## src/rtl/adc_seq_pkg.sv

```systemverilog
// Shared types and screen constants for the paddle ADC sequencer.
// Used by the sequencer, the game controller and the video encoder.
package adc_seq_pkg;

   typedef enum logic [1:0] {
      ST_IDLE   = 2'd0,
      ST_SETTLE = 2'd1,
      ST_ACQ    = 2'd2,
      ST_UPDATE = 2'd3
   } seq_state_t;

   localparam logic CH_P1 = 1'b0;
   localparam logic CH_P2 = 1'b1;

   localparam int Y_MIN_DEF   = 0;
   localparam int Y_MAX_DEF   = 479;
   localparam int Y_RESET_DEF = 240;

endpackage

```

## src/rtl/adc_avg_clamp.sv

```systemverilog
// Burst accumulator with truncating average and range clamp.
// y reflects the sum including the current adc word, so the final sample edge can commit it.
module adc_avg_clamp #(
   parameter int AVG_LOG2 = 2,
   parameter int Y_MIN    = 0,
   parameter int Y_MAX    = 479
) (
   input  logic       clk,
   input  logic       rst,
   input  logic       clr,
   input  logic       acc_en,
   input  logic [8:0] adc,
   output logic [9:0] y
);

   localparam int AW = 9 + AVG_LOG2;
   localparam logic [9:0] Y_LO = 10'(Y_MIN);
   localparam logic [9:0] Y_HI = 10'(Y_MAX);

   logic [AW-1:0] acc;
   logic [AW-1:0] sum;
   logic [8:0]    avg;

   // N samples of at most 511 always fit in 9+AVG_LOG2 bits
   assign sum = acc + AW'(adc);
   assign avg = 9'(sum >> AVG_LOG2);

   always_ff @(posedge clk or posedge rst) begin
      if (rst) begin
         acc <= '0;
      end else if (clr) begin
         acc <= '0;
      end else if (acc_en) begin
         acc <= sum;
      end
   end

   always_comb begin
      y = {1'b0, avg};
      if ({1'b0, avg} < Y_LO) begin
         y = Y_LO;
      end else if ({1'b0, avg} > Y_HI) begin
         y = Y_HI;
      end
   end

endmodule

```

## src/rtl/adc_sequencer.sv

```systemverilog
// Alternates the shared paddle ADC between both players: settle, average a burst, clamp, publish.
// One conversion every SETTLE_CYC+2**AVG_LOG2+1 cycles; en low aborts the conversion in flight.
module adc_sequencer
   import adc_seq_pkg::*;
#(
   parameter int SETTLE_CYC = 1000,
   parameter int AVG_LOG2   = 2,
   parameter int Y_MIN      = Y_MIN_DEF,
   parameter int Y_MAX      = Y_MAX_DEF,
   parameter int Y_RESET    = Y_RESET_DEF
) (
   input  logic       clk,
   input  logic       rst,
   input  logic       en,
   input  logic       skip_p2,
   input  logic [8:0] adc,
   output logic       sel,
   output logic [9:0] p1_y,
   output logic [9:0] p2_y,
   output logic       upd,
   output logic       upd_ch
);

   localparam int CW = (SETTLE_CYC > 1) ? $clog2(SETTLE_CYC) : 1;
   localparam int SW = AVG_LOG2 + 1;
   localparam logic [CW-1:0] SETTLE_LOAD = CW'(SETTLE_CYC - 1);
   localparam logic [SW-1:0] LAST_SMP    = SW'((1 << AVG_LOG2) - 1);
   localparam logic [9:0]    Y_INIT      = 10'(Y_RESET);

   seq_state_t    state, state_nxt;
   logic          ch, ch_nxt, ch_alt;
   logic          sel_nxt;
   logic [CW-1:0] cnt, cnt_nxt;
   logic [SW-1:0] smp, smp_nxt;
   logic [9:0]    p1_nxt, p2_nxt;
   logic          upd_nxt, upd_ch_nxt;
   logic          clr, acc_en;
   logic [9:0]    y;

   adc_avg_clamp #(
      .AVG_LOG2 (AVG_LOG2),
      .Y_MIN    (Y_MIN),
      .Y_MAX    (Y_MAX)
   ) u_avg (
      .clk    (clk),
      .rst    (rst),
      .clr    (clr),
      .acc_en (acc_en),
      .adc    (adc),
      .y      (y)
   );

   always_ff @(posedge clk or posedge rst) begin
      if (rst) begin
         state  <= ST_IDLE;
         ch     <= CH_P1;
         sel    <= CH_P1;
         cnt    <= '0;
         smp    <= '0;
         p1_y   <= Y_INIT;
         p2_y   <= Y_INIT;
         upd    <= 1'b0;
         upd_ch <= CH_P1;
      end else begin
         state  <= state_nxt;
         ch     <= ch_nxt;
         sel    <= sel_nxt;
         cnt    <= cnt_nxt;
         smp    <= smp_nxt;
         p1_y   <= p1_nxt;
         p2_y   <= p2_nxt;
         upd    <= upd_nxt;
         upd_ch <= upd_ch_nxt;
      end
   end

   always_comb begin
      state_nxt  = state;
      ch_nxt     = ch;
      sel_nxt    = sel;
      cnt_nxt    = cnt;
      smp_nxt    = smp;
      p1_nxt     = p1_y;
      p2_nxt     = p2_y;
      upd_nxt    = 1'b0;
      upd_ch_nxt = upd_ch;
      clr        = 1'b0;
      acc_en     = 1'b0;
      ch_alt     = skip_p2 ? CH_P1 : ~ch;

      case (state)
         ST_IDLE: begin
            if (en) begin
               sel_nxt   = ch;
               cnt_nxt   = SETTLE_LOAD;
               state_nxt = ST_SETTLE;
            end
         end
         ST_SETTLE: begin
            if (!en) begin
               state_nxt = ST_IDLE;
            end else if (cnt == '0) begin
               clr       = 1'b1;
               smp_nxt   = '0;
               state_nxt = ST_ACQ;
            end else begin
               cnt_nxt = cnt - 1'b1;
            end
         end
         ST_ACQ: begin
            if (!en) begin
               state_nxt = ST_IDLE;
            end else begin
               acc_en = 1'b1;
               if (smp == LAST_SMP) begin
                  if (ch == CH_P1) begin
                     p1_nxt = y;
                  end else begin
                     p2_nxt = y;
                  end
                  upd_nxt    = 1'b1;
                  upd_ch_nxt = ch;
                  state_nxt  = ST_UPDATE;
               end else begin
                  smp_nxt = smp + 1'b1;
               end
            end
         end
         ST_UPDATE: begin
            // Channel advances even when en drops here, so re-enable starts the next channel
            ch_nxt    = ch_alt;
            sel_nxt   = ch_alt;
            cnt_nxt   = SETTLE_LOAD;
            state_nxt = en ? ST_SETTLE : ST_IDLE;
         end
         default: begin
            state_nxt = ST_IDLE;
         end
      endcase
   end

endmodule
```

## config.mk

```make
export PLATFORM = sky130hd
export DESIGN_NAME = adc_sequencer
export DESIGN_NICKNAME = d
export VERILOG_FILES = /design/src/rtl/adc_seq_pkg.sv /design/src/rtl/adc_avg_clamp.sv /design/src/rtl/adc_sequencer.sv
export SDC_FILE = /design/constraint.sdc
export NUM_CORES = 1
export LEC_CHECK = 0
export CAP_MARGIN = 20
export CORE_MARGIN = 5
export CORE_UTILIZATION = 42
export CTS_CLUSTER_DIAMETER = 80
export CTS_CLUSTER_SIZE = 40
export DETAILED_ROUTE_END_ITERATION = 8
export GPL_TIMING_DRIVEN = 0
export PLACE_DENSITY_LB_ADDON = 0.08
export SLEW_MARGIN = 0
export SYNTH_ARGS = -nofsm -noshare
export SYNTH_HDL_FRONTEND = slang
export SYNTH_SLANG_ARGS = --single-unit
export TNS_END_PERCENT = 10
```

## constraint.sdc

```tcl
create_clock -name clk -period 3.7 [get_ports clk]
set_clock_uncertainty 0.1 [all_clocks]
set_input_delay 0.74 -clock clk [delete_from_list [all_inputs] [get_ports clk]]
set_output_delay 0.74 -clock clk [all_outputs]
set_load 0.02 [all_outputs]
```

# After elaboration in Yosys (flattened, before gate mapping)
# Index checks and enable logic that the tools add are counted.
# Widths: inputs -> output; s select.
word_totals:
  word_cells: 70
  input_bits: 13
  register_bits: 50
classes:
  magnitude_cmp: 1
  n_reduce_logical: 13
  n_eq_ne: 12
  add_sub_neg: 3
  n_mux: 30
  n_bitwise: 1
ops:
  columns: ["operator", "count"]
  rows:
  - ["$mux 10", 3]
  - ["$pmux 10 s3", 1]
  - ["$mux 11", 2]
  - ["$mux 3", 4]
  - ["$ne 2x2->1 const B", 6]
  - ["$reduce_and 4->1", 3]
  - ["$add 11x9->11", 1]
  - ["$mux 1", 11]
  - ["$logic_not 10->1", 1]
  - ["$mux 2", 5]
  - ["$sub 10x1->10 const B", 1]
  - ["$gt 9x9->1 const B", 1]
  - ["$mux 9", 1]
  - ["$pmux 2 s4", 1]
  - ["$ne 3x3->1 const B", 2]
  - ["$pmux 3 s2", 1]
  - ["$reduce_and 3->1", 2]
  - ["$reduce_bool 2->1", 3]
  - ["$reduce_and 5->1", 1]
  - ["$eq 2x2->1 const B", 2]
  - ["$add 3x1->3 const B", 1]
  - ["$eq 3x2->1 const B", 1]
  - ["$reduce_bool 3->1", 1]
  - ["$eq 2x1->1 const B", 1]
  - ["4 further kinds", 4]

# Depth between registers and ports, before layout
depth:
  word_depth: 5
  mapped_depth: 11
  mapped_depth_nobuf: 10

# Cells and area by module
# From an unflattened synthesis, not the netlist that was laid out.
hier_totals:
  cells_unflattened: 267
  area_unflattened_um2: 2872.8
modules_own_cells:
  columns: ["mod", "cells_per_inst", "area_per_inst_um2", "n_inst"]
  rows:
  - ["adc_sequencer", 154, 1839.3, 1]
  - ["adc_avg_clamp", 113, 1033.5, 1]

# Least setup slack after synthesis
# OpenSTA, ideal clock, no wires.
synth_path:
  kind: "in2reg"
  from: "in adc[0]"
  to: "reg p1_y[4]"
  t_required_ns: 3.523
  arrival_time_ns: 2.837
  path_stages: 11
  path_slack_ns: 0.685
  setup_time_ns: 0.077
  path_cell_list: "ha_1 -> inv_1 -> fa_1 -> nor2b_1 -> o2111ai_1 -> and2_1 -> o22ai_1 -> a31oi_1 -> or4_4 -> buf_6 -> a31oi_1"
synth_via:
  elab_chain_len: 3
synth_lines:
  columns: ["item", "line_no", "source"]
  rows:
  - ["start: declaration", "adc_sequencer.sv:16", "input logic [8:0] adc,"]
  - ["$add 11x9->11 (*)", "adc_avg_clamp.sv:25", "assign sum = acc + AW'(adc);"]
  - ["$gt 9x9->1", "adc_avg_clamp.sv:42", "end else if ({1'b0, avg} > Y_HI) begin"]
  - ["$mux 9 (*)", "adc_avg_clamp.sv:42", null]
  - ["end signal: assignment", "adc_sequencer.sv:70", "p1_y <= p1_nxt;"]
  - ["end: declaration", "adc_sequencer.sv:18", "output logic [9:0] p1_y,"]
# Every way passes the cells marked *; elsewhere a longest branch is shown, timed or not.
# A chain may end at the register's enable or synchronous reset.

# Worst setup path in the final report
layout_path:
  from: "in adc[0]"
  to: "reg p2_y[1]"
layout_via:
  elab_chain_len: 3
layout_lines:
  columns: ["item", "line_no", "source"]
  rows:
  - ["$add 11x9->11 (*)", "adc_avg_clamp.sv:25", null]
  - ["$gt 9x9->1", "adc_avg_clamp.sv:42", null]
  - ["$mux 9 (*)", "adc_avg_clamp.sv:42", null]
  - ["end signal: assignment", "adc_sequencer.sv:71", "p2_y <= p2_nxt;"]
  - ["end: declaration", "adc_sequencer.sv:19", "output logic [9:0] p2_y,"]
# Marks and branches as above.

==> metrics.md <==
| Metric | Value |
|---|---|
| Status | complete, no violations |
| Die area | approximately 8000 um^2 |
| Hold-fix buffer count after cts | 0 |
| Placed Area | slightly above 3000 um^2 |
| Drt wl/cell | ~14 um |
| Synthesis-stage register bit count | between 40 and 50 |
| Row count | 28 |
| Core area | approximately 6000 um^2 |
| 1st-iter DRT viols | 96 |
| Slowest stage delay, CP | roughly 0.6 ns |
| Final Core Density | between 50% and 60% |
| Post-synth top cells | dfrtp_1, nand2_1, nor2_1 |
| Placed cells | between 300 and 400 |
| Syn Area/Cell | 9.42 um^2 |
| ANT cells | 0 |
| Primary FF master, synth | dfrtp_1 |
| Arrival time worst endpoint | 3.55 ns |
| Clock root buffer | clkbuf_8 |
| CP startpoint kind | primary input |
| Total grt overflow | 0 |
| Initial Util | between 40% and 50% |
| Die width | around 89 um |
| Pre-antenna DRT Iters | 4 |
| Initial antenna violation count | 0 |
| Crit-path max FO | 10 |
| Synth top area share | between 30 and 40% |
| Worst-path clk slew | approximately 0.090 ns |
| Final Slew Violations | 0 |
| Cell breakdown of the critical path | clkdlybuf4s50_1 -> ha_1 -> inv_1 -> fa_1 -> nor2b_1 -> o2111ai_1 -> and2_1 -> o22ai_1 -> a31oi_1 -> or4_4 -> buf_6 -> a31oi_1 |
| Most used cell, CP | a31oi_1 |
| Crit path kind | primary input to register |
| Synth Area in XOR/XNOR | 3.72% |
| Peak VDD IR | between 0.2 and 0.3 mV |
| Most common cell in the synthesized netlist | dfrtp_1 |
| Worst-margin pin slew | about 1 ns |
| Ys async rst share | 100% |
| Area growth syn-to-layout | 21.1% |
| IO Port Bufs | 32 |
| WL final | approximately 5300 um |
| Worst path depth | 12 |
| Share of cells above drive strength 1 | between 10% and 20% |
| Final setup fails | 0 |
| RSZ-0062 raised after global routing | false |
| Setup Buffers After CTS | 0 |
| Final ANT Viol Nets | 0 |
| Bufs on Longest Clock Path | 2 |
| Adder-Cell Fraction of Synth Area | between 8 and 9% |
| Vias in the first global route | 1964 |
| Mapped Cells | between 200 and 300 |
| Post-synth EDFFs | 0 |
| CTS tree | built |
| Synth Area in Compound Gates | approximately 16% |
| CTS Sinks | 48 |
| Synth top area cells | dfrtp_1, dfstp_2, ha_1 |
| R2R depth | 11 |
| Vias per Instance | slightly above 5 |
| Skew-Pair Late Insertion Delay | roughly 0.3 ns |
| GRT Util Overall | 15.2% |
| Worst Hold Slack | between 0.3 and 0.4 ns |
| CP Capture Type | register |
| # IOs | 36 |
| First-pass GRT wire length | about 9400 um |
| Crit-path leading delay family | simple AND/OR/NAND/NOR gates |
| PostCTS Resize Cnt | 0 |
| Library cells used by synthesis | 48 |
| Largest net degree at the start of global routing | 27 |
| Design area | 3140 um^2 |
| Power Density | ~580 nW/um^2 |
| Post-synthesis mux area share | 1.26% |
| Req. time, crit path | 3.83 ns |
| Sequential area share after synthesis | between 40% and 50% |
| Area of the mapped netlist | roughly 2600 um^2 |
| Main combinational cell family by area after synthesis | simple AND/OR/NAND/NOR gates |
| Period utilization | ~93% |
| Leak | 1.35 nW |
| H-tree levels | 2 |
| Hold path depth | 2 |
| Number of max-cap violations | 0 |
| Min-Delay Path Class | register to register |
| GPL Wtd Cong | 0.816 |
| Nets@finish | between 300 and 400 |
| Slowest CP cell | or4_4 |
| Synthesis Warnings | 0 |
| Die H | between 80 and 90 um |
| Vias | ~2000 |
| HPWL after DPL | a little under 4000 um |
| Post-route insts no fill | between 300 and 400 |
| DRC | 0 |
| Buffers and inverters on the worst path | 3 |
| Post-synthesis simple-gate area fraction | about a fifth |
| Final hold viol count | 0 |
| CTS buffer count | 5 |
| Crit path time final | 3.43 ns |
| Max-slew headroom | 33.3% |
| FMAX | about 290 MHz |
| Leading area contributor after synthesis | dfrtp_1 |
==> final timing paths <==
path / startpoint / end / slack (ns)
hold reg to reg: p1_y[5] / p1_y[5] / 0.37
max in group asynchronous: rst / p1_y[6] / 2.19
min in group asynchronous: rst / p2_y[2] / 0.71
hold / removal: p1_y[5] / p1_y[5] / 0.37
setup / recovery: adc[0] / p2_y[1] / 0.27
setup reg to reg: u_avg.acc[0] / p2_y[1] / 0.82
==> worst reg2reg max path: cells and delay by family, from the launching register on <==
| family | cells | cell delay (ns) |
|---|---|---|
| AOI/OAI and AO/OA | 4 | 0.56 |
| and+or+nand+nor | 3 | 1.01 |
| adders and majority gates | 2 | 0.57 |
| DFF | 1 | 0.35 |
| buffers and inverters | 2 | 0.22 |
==> final cells by class <==
cell class,count,area (um^2)
Timing Repair Buffer,33,340
Multi-Input combinational cell,201,1260
Buffer,13,73.8
Fill cell,582,2820
Tap cell,75,93.8
Sequential cell,48,1210
Clock inverter,2,35.0
Inverter,14,52.6
Clock buffer,6,72.6
==> layer usage <==
layer | vias up | wire [um] | global-route usage (%) | part of all wire [%]
li1 | 1034 | - | - | -
met1 | 956 | 2790 | 22.8 | 52
met2 | 28 | 2300 | 22.2 | 43
met3 | 4 | 204 | 3.54 | 3.8
met4 | 0 | 39 | 3.71 | 0.73
met5 | - | 0 | 0 | 0
==> power by group <==
group	switching, mW	total, mW	internal, mW
clock network	0.176	0.377	0.201
logic	0.461	0.751	0.290
registers	0.0686	0.684	0.615
total	0.706	1.81	1.11
==> sequential cells by signal, indices dropped and copies added, names as in the netlist <==
register,cells
u_avg.acc,11
cnt,10
p1_y,9
p2_y,9
smp,3
state,2
ch,1
sel,1
upd,1
upd_ch,1
==> metrics by stage <==
step | total power [mW] | setup WS [ns] | TNS (ns)
after detailed placement | 1.44 | -0.0164 | -0.0458
after global placement | 1.43 | -0.0341 | -0.223
final | 1.81 | 0.272 | 0
after floorplan | 1.25 | 0.685 | 0
after global routing | 1.97 | 0.106 | 0
after CTS | 1.83 | 0.277 | 0
==> placed cells by master, fill, tap and decap left out, types with 2 or more instances in the layout <==
cell              n
o21ai_0          25
nor2_1           31
xor2_1            7
nand4_1           2
ha_1             16
nand3_1           5
or4_4             2
nor2b_1           4
nand2_1          32
dfrtp_1          40
inv_1            13
buf_2             2
buf_4             2
conb_1            2
dfstp_2           8
xnor2_1           4
buf_1             2
or3_1             6
clkbuf_1          6
mux2_2            2
a21o_1            5
nor3_1            7
and2_1            2
buf_6             2
a31oi_1          13
o22ai_1           2
nand3b_1          2
clkdlybuf4s50_1  32
clkbuf_8          5
nand2b_1          3
a21oi_1          10
==> logic make-up (layout without fill, tap and decap cells) <==
| kind of cell | after synthesis | after routing |
|---|---|---|
| simple gates | 100 | 100 |
| compound gates | 68 | 68 |
| fa+ha+maj | 17 | 17 |
| xor+xnor | 11 | 11 |
| flops | 48 | 48 |
| other cells | 1 | 2 |
| mux | 3 | 3 |
| buf+inv | 27 | 68 |
(Power assumes the default switching activity.)
==> variant: new RTL, same settings <==
Put one more register stage on the output `p1_y`. The value now appears one clock later. The other outputs are not delayed to match.
--- a/src/rtl/adc_sequencer.sv
+++ b/src/rtl/adc_sequencer.sv
@@ -28,2 +28,4 @@
    localparam logic [9:0]    Y_INIT      = 10'(Y_RESET);
+
+   logic [9:0] p1_y_s0;
 
@@ -59,3 +61,3 @@
          smp    <= '0;
-         p1_y   <= Y_INIT;
+         p1_y_s0 <= Y_INIT;
          p2_y   <= Y_INIT;
@@ -69,3 +71,3 @@
          smp    <= smp_nxt;
-         p1_y   <= p1_nxt;
+         p1_y_s0 <= p1_nxt;
          p2_y   <= p2_nxt;
@@ -82,3 +84,3 @@
       smp_nxt    = smp;
-      p1_nxt     = p1_y;
+      p1_nxt     = p1_y_s0;
       p2_nxt     = p2_y;
@@ -141,2 +143,6 @@
 
+   always_ff @(posedge clk) begin
+      p1_y <= p1_y_s0;
+   end
+
 endmodule
Check against the original RTL: same outputs for any inputs over 10 cycles, from zero or initial values and one cycle with rst high; that may be too few to reach the edited logic, so the function may still have changed.
==> variant against the unedited design <==
Hold slack got worse by 0.10 ns. Sequential cell count rose by 9. Synthesized cell count fell by 0.36%. Largest cell class is now sequential cells. Routed wire length barely moved. Worst setup slack improved by 0.021 ns. Synthesized area rose by 5.6%. Power rose by 18%. Cell area rose by 7.7%. Highest routed layer unchanged. Via count rose by 1.0%.
==> variant: results (changes against the unedited design) <==
met1 usage 19.0% (was 22.8%); share of cells above drive strength 1 12.7% (was 10.1%); Seq/Total Area, Yosys 50.8% (was 46.7%); worst slew pin tran 0.753 ns (was 0.987 ns); DP Cell Count 385 (was 384); Routed WL 5.33 mm (about the same); Worst R2R Setup Slack 0.84 ns (was 0.82 ns); data arrival time of the worst path 3.56 ns (was 3.55 ns); max frequency 0.294 GHz (was 0.292 GHz); drt via density 5.09 (was 5.16); met3 usage 5.75% (was 3.54%); Reg2Reg Depth 9 (was 11); Area contributors post-synth dfrtp_1 37%, dfstp_2 7.7%, ha_1 7.3% (was dfrtp_1 39%, dfstp_2 8.1%, ha_1 7.7%); largest net degree at the start of global routing 26 (was 27); DP HPWL 3.85 mm (was 3.98 mm); Top delay family on crit path compound AO/OA/AOI/OAI gates (was simple AND/OR/NAND/NOR gates); GR Layer Usage met2 23.1% (was 22.2%); async set-reset flop share out of synthesis 84.2% (was 100%); status completed (unchanged); CTS H-tree depth 3 (was 2); maximum vdd drop 0.000331 V (was 0.000263 V); WS Path Type primary input to flip-flop (unchanged); first-pass GRT wire length 9.78 mm (was 9.39 mm); Clock Pin Slew Worst Setup and Hold Paths 0.07 ns (was 0.09 ns); Via Count 2043 (was 2022); LEAKAGE 1.43 nW (was 1.35 nW); slowest stage delay, CP 0.52 ns (was 0.60 ns); gr usage total 14.7% (was 15.2%); number of buffers created by CTS 9 (was 5); Worst Hold Endpoint p1_y[0]$_DFF_P_ (was p1_y[5]$_DFFE_PP1P_); WHS 0.270 ns (was 0.371 ns); initial DRC count 97 (was 96); Worst-Skew Late Latency 0.33 ns (was 0.30 ns); Placer Congestion 0.812 (was 0.816); reg2reg end p2_y[4]$_DFFE_PP1P_ (was p2_y[1]$_DFFE_PP0P_); placed inst area 0.00318 mm2 (was 0.00303 mm2); Avg Inst Size Synth 9.99 um2 (was 9.42 um2); Setup WS pre-CTS -0.202 ns (was -0.0164 ns); HP Start p1_y_s0[0]$_DFFE_PP0P_ (was p1_y[5]$_DFFE_PP1P_); hold depth 0 (was 2); Layout Nets 349 (was 346)
-- variant: changes by cell type in the layout (fill, tap and decap cells not counted), sizes merged, moves of 4 or more --
cell    before  now
dfxtp        0    9
xnor2        4    8
nor2        31   26
nor2b        4    0
a211oi       0    5
nand2       32   36
-- variant: timing repair --
action,4_1_cts,5_1_grt
resized for setup,0,1
hold buffers,0,0
endpoints found under the setup margin,0,3
setup buffers,0,0
-- variant: cell families (layout without fill, tap and decap cells) --
family	Yosys count	after routing	synth area share [%]
other	1	2	0.137
adders and majority gates	17	17	8.05
muxes	3	3	1.19
DFF	57	57	50.8
buffers and inverters	21	70	3.29
and+or+nand+nor	93	93	16.2
xor gates and xnor gates	13	13	4.16
AOI/OAI and AO/OA	69	69	16.1
-- variant: layer usage --
| metal | vias up | share of wire (%) |
|---|---|---|
| met3 | 7 | 5.0 |
| met4 | 0 | 0.86 |
| met5 | - | 0 |
| met2 | 35 | 47 |
| li1 | 1048 | - |
| met1 | 953 | 47 |
-- variant: stage by stage --
| step | setup TNS, ns | total power [mW] |
|---|---|---|
| after floorplan | 0 | 1.40 |
| after global placement | -1.61 | 1.58 |
| after detailed placement | -1.85 | 1.59 |
| after CTS | 0 | 2.17 |
| after global routing | 0 | 2.35 |
| final | 0 | 2.15 |
-- variant: power breakdown --
group / internal (mW) / switching, mW
registers: 0.722 / 0.0790
clock network: 0.309 / 0.255
logic: 0.312 / 0.469
total: 1.34 / 0.803
-- variant: final cells by class --
class | instances | area, um2 | area share [%]
timing repair buffer | 33 | 340 | 10.1
buffer | 9 | 45.0 | 1.33
clock inverter | 7 | 71.3 | 2.11
inverter | 12 | 45.0 | 1.33
sequential | 57 | 1390 | 41.2
multi-input combinational | 197 | 1260 | 37.4
tap | 77 | 96.3 | 2.85
clock buffer | 9 | 124 | 3.67
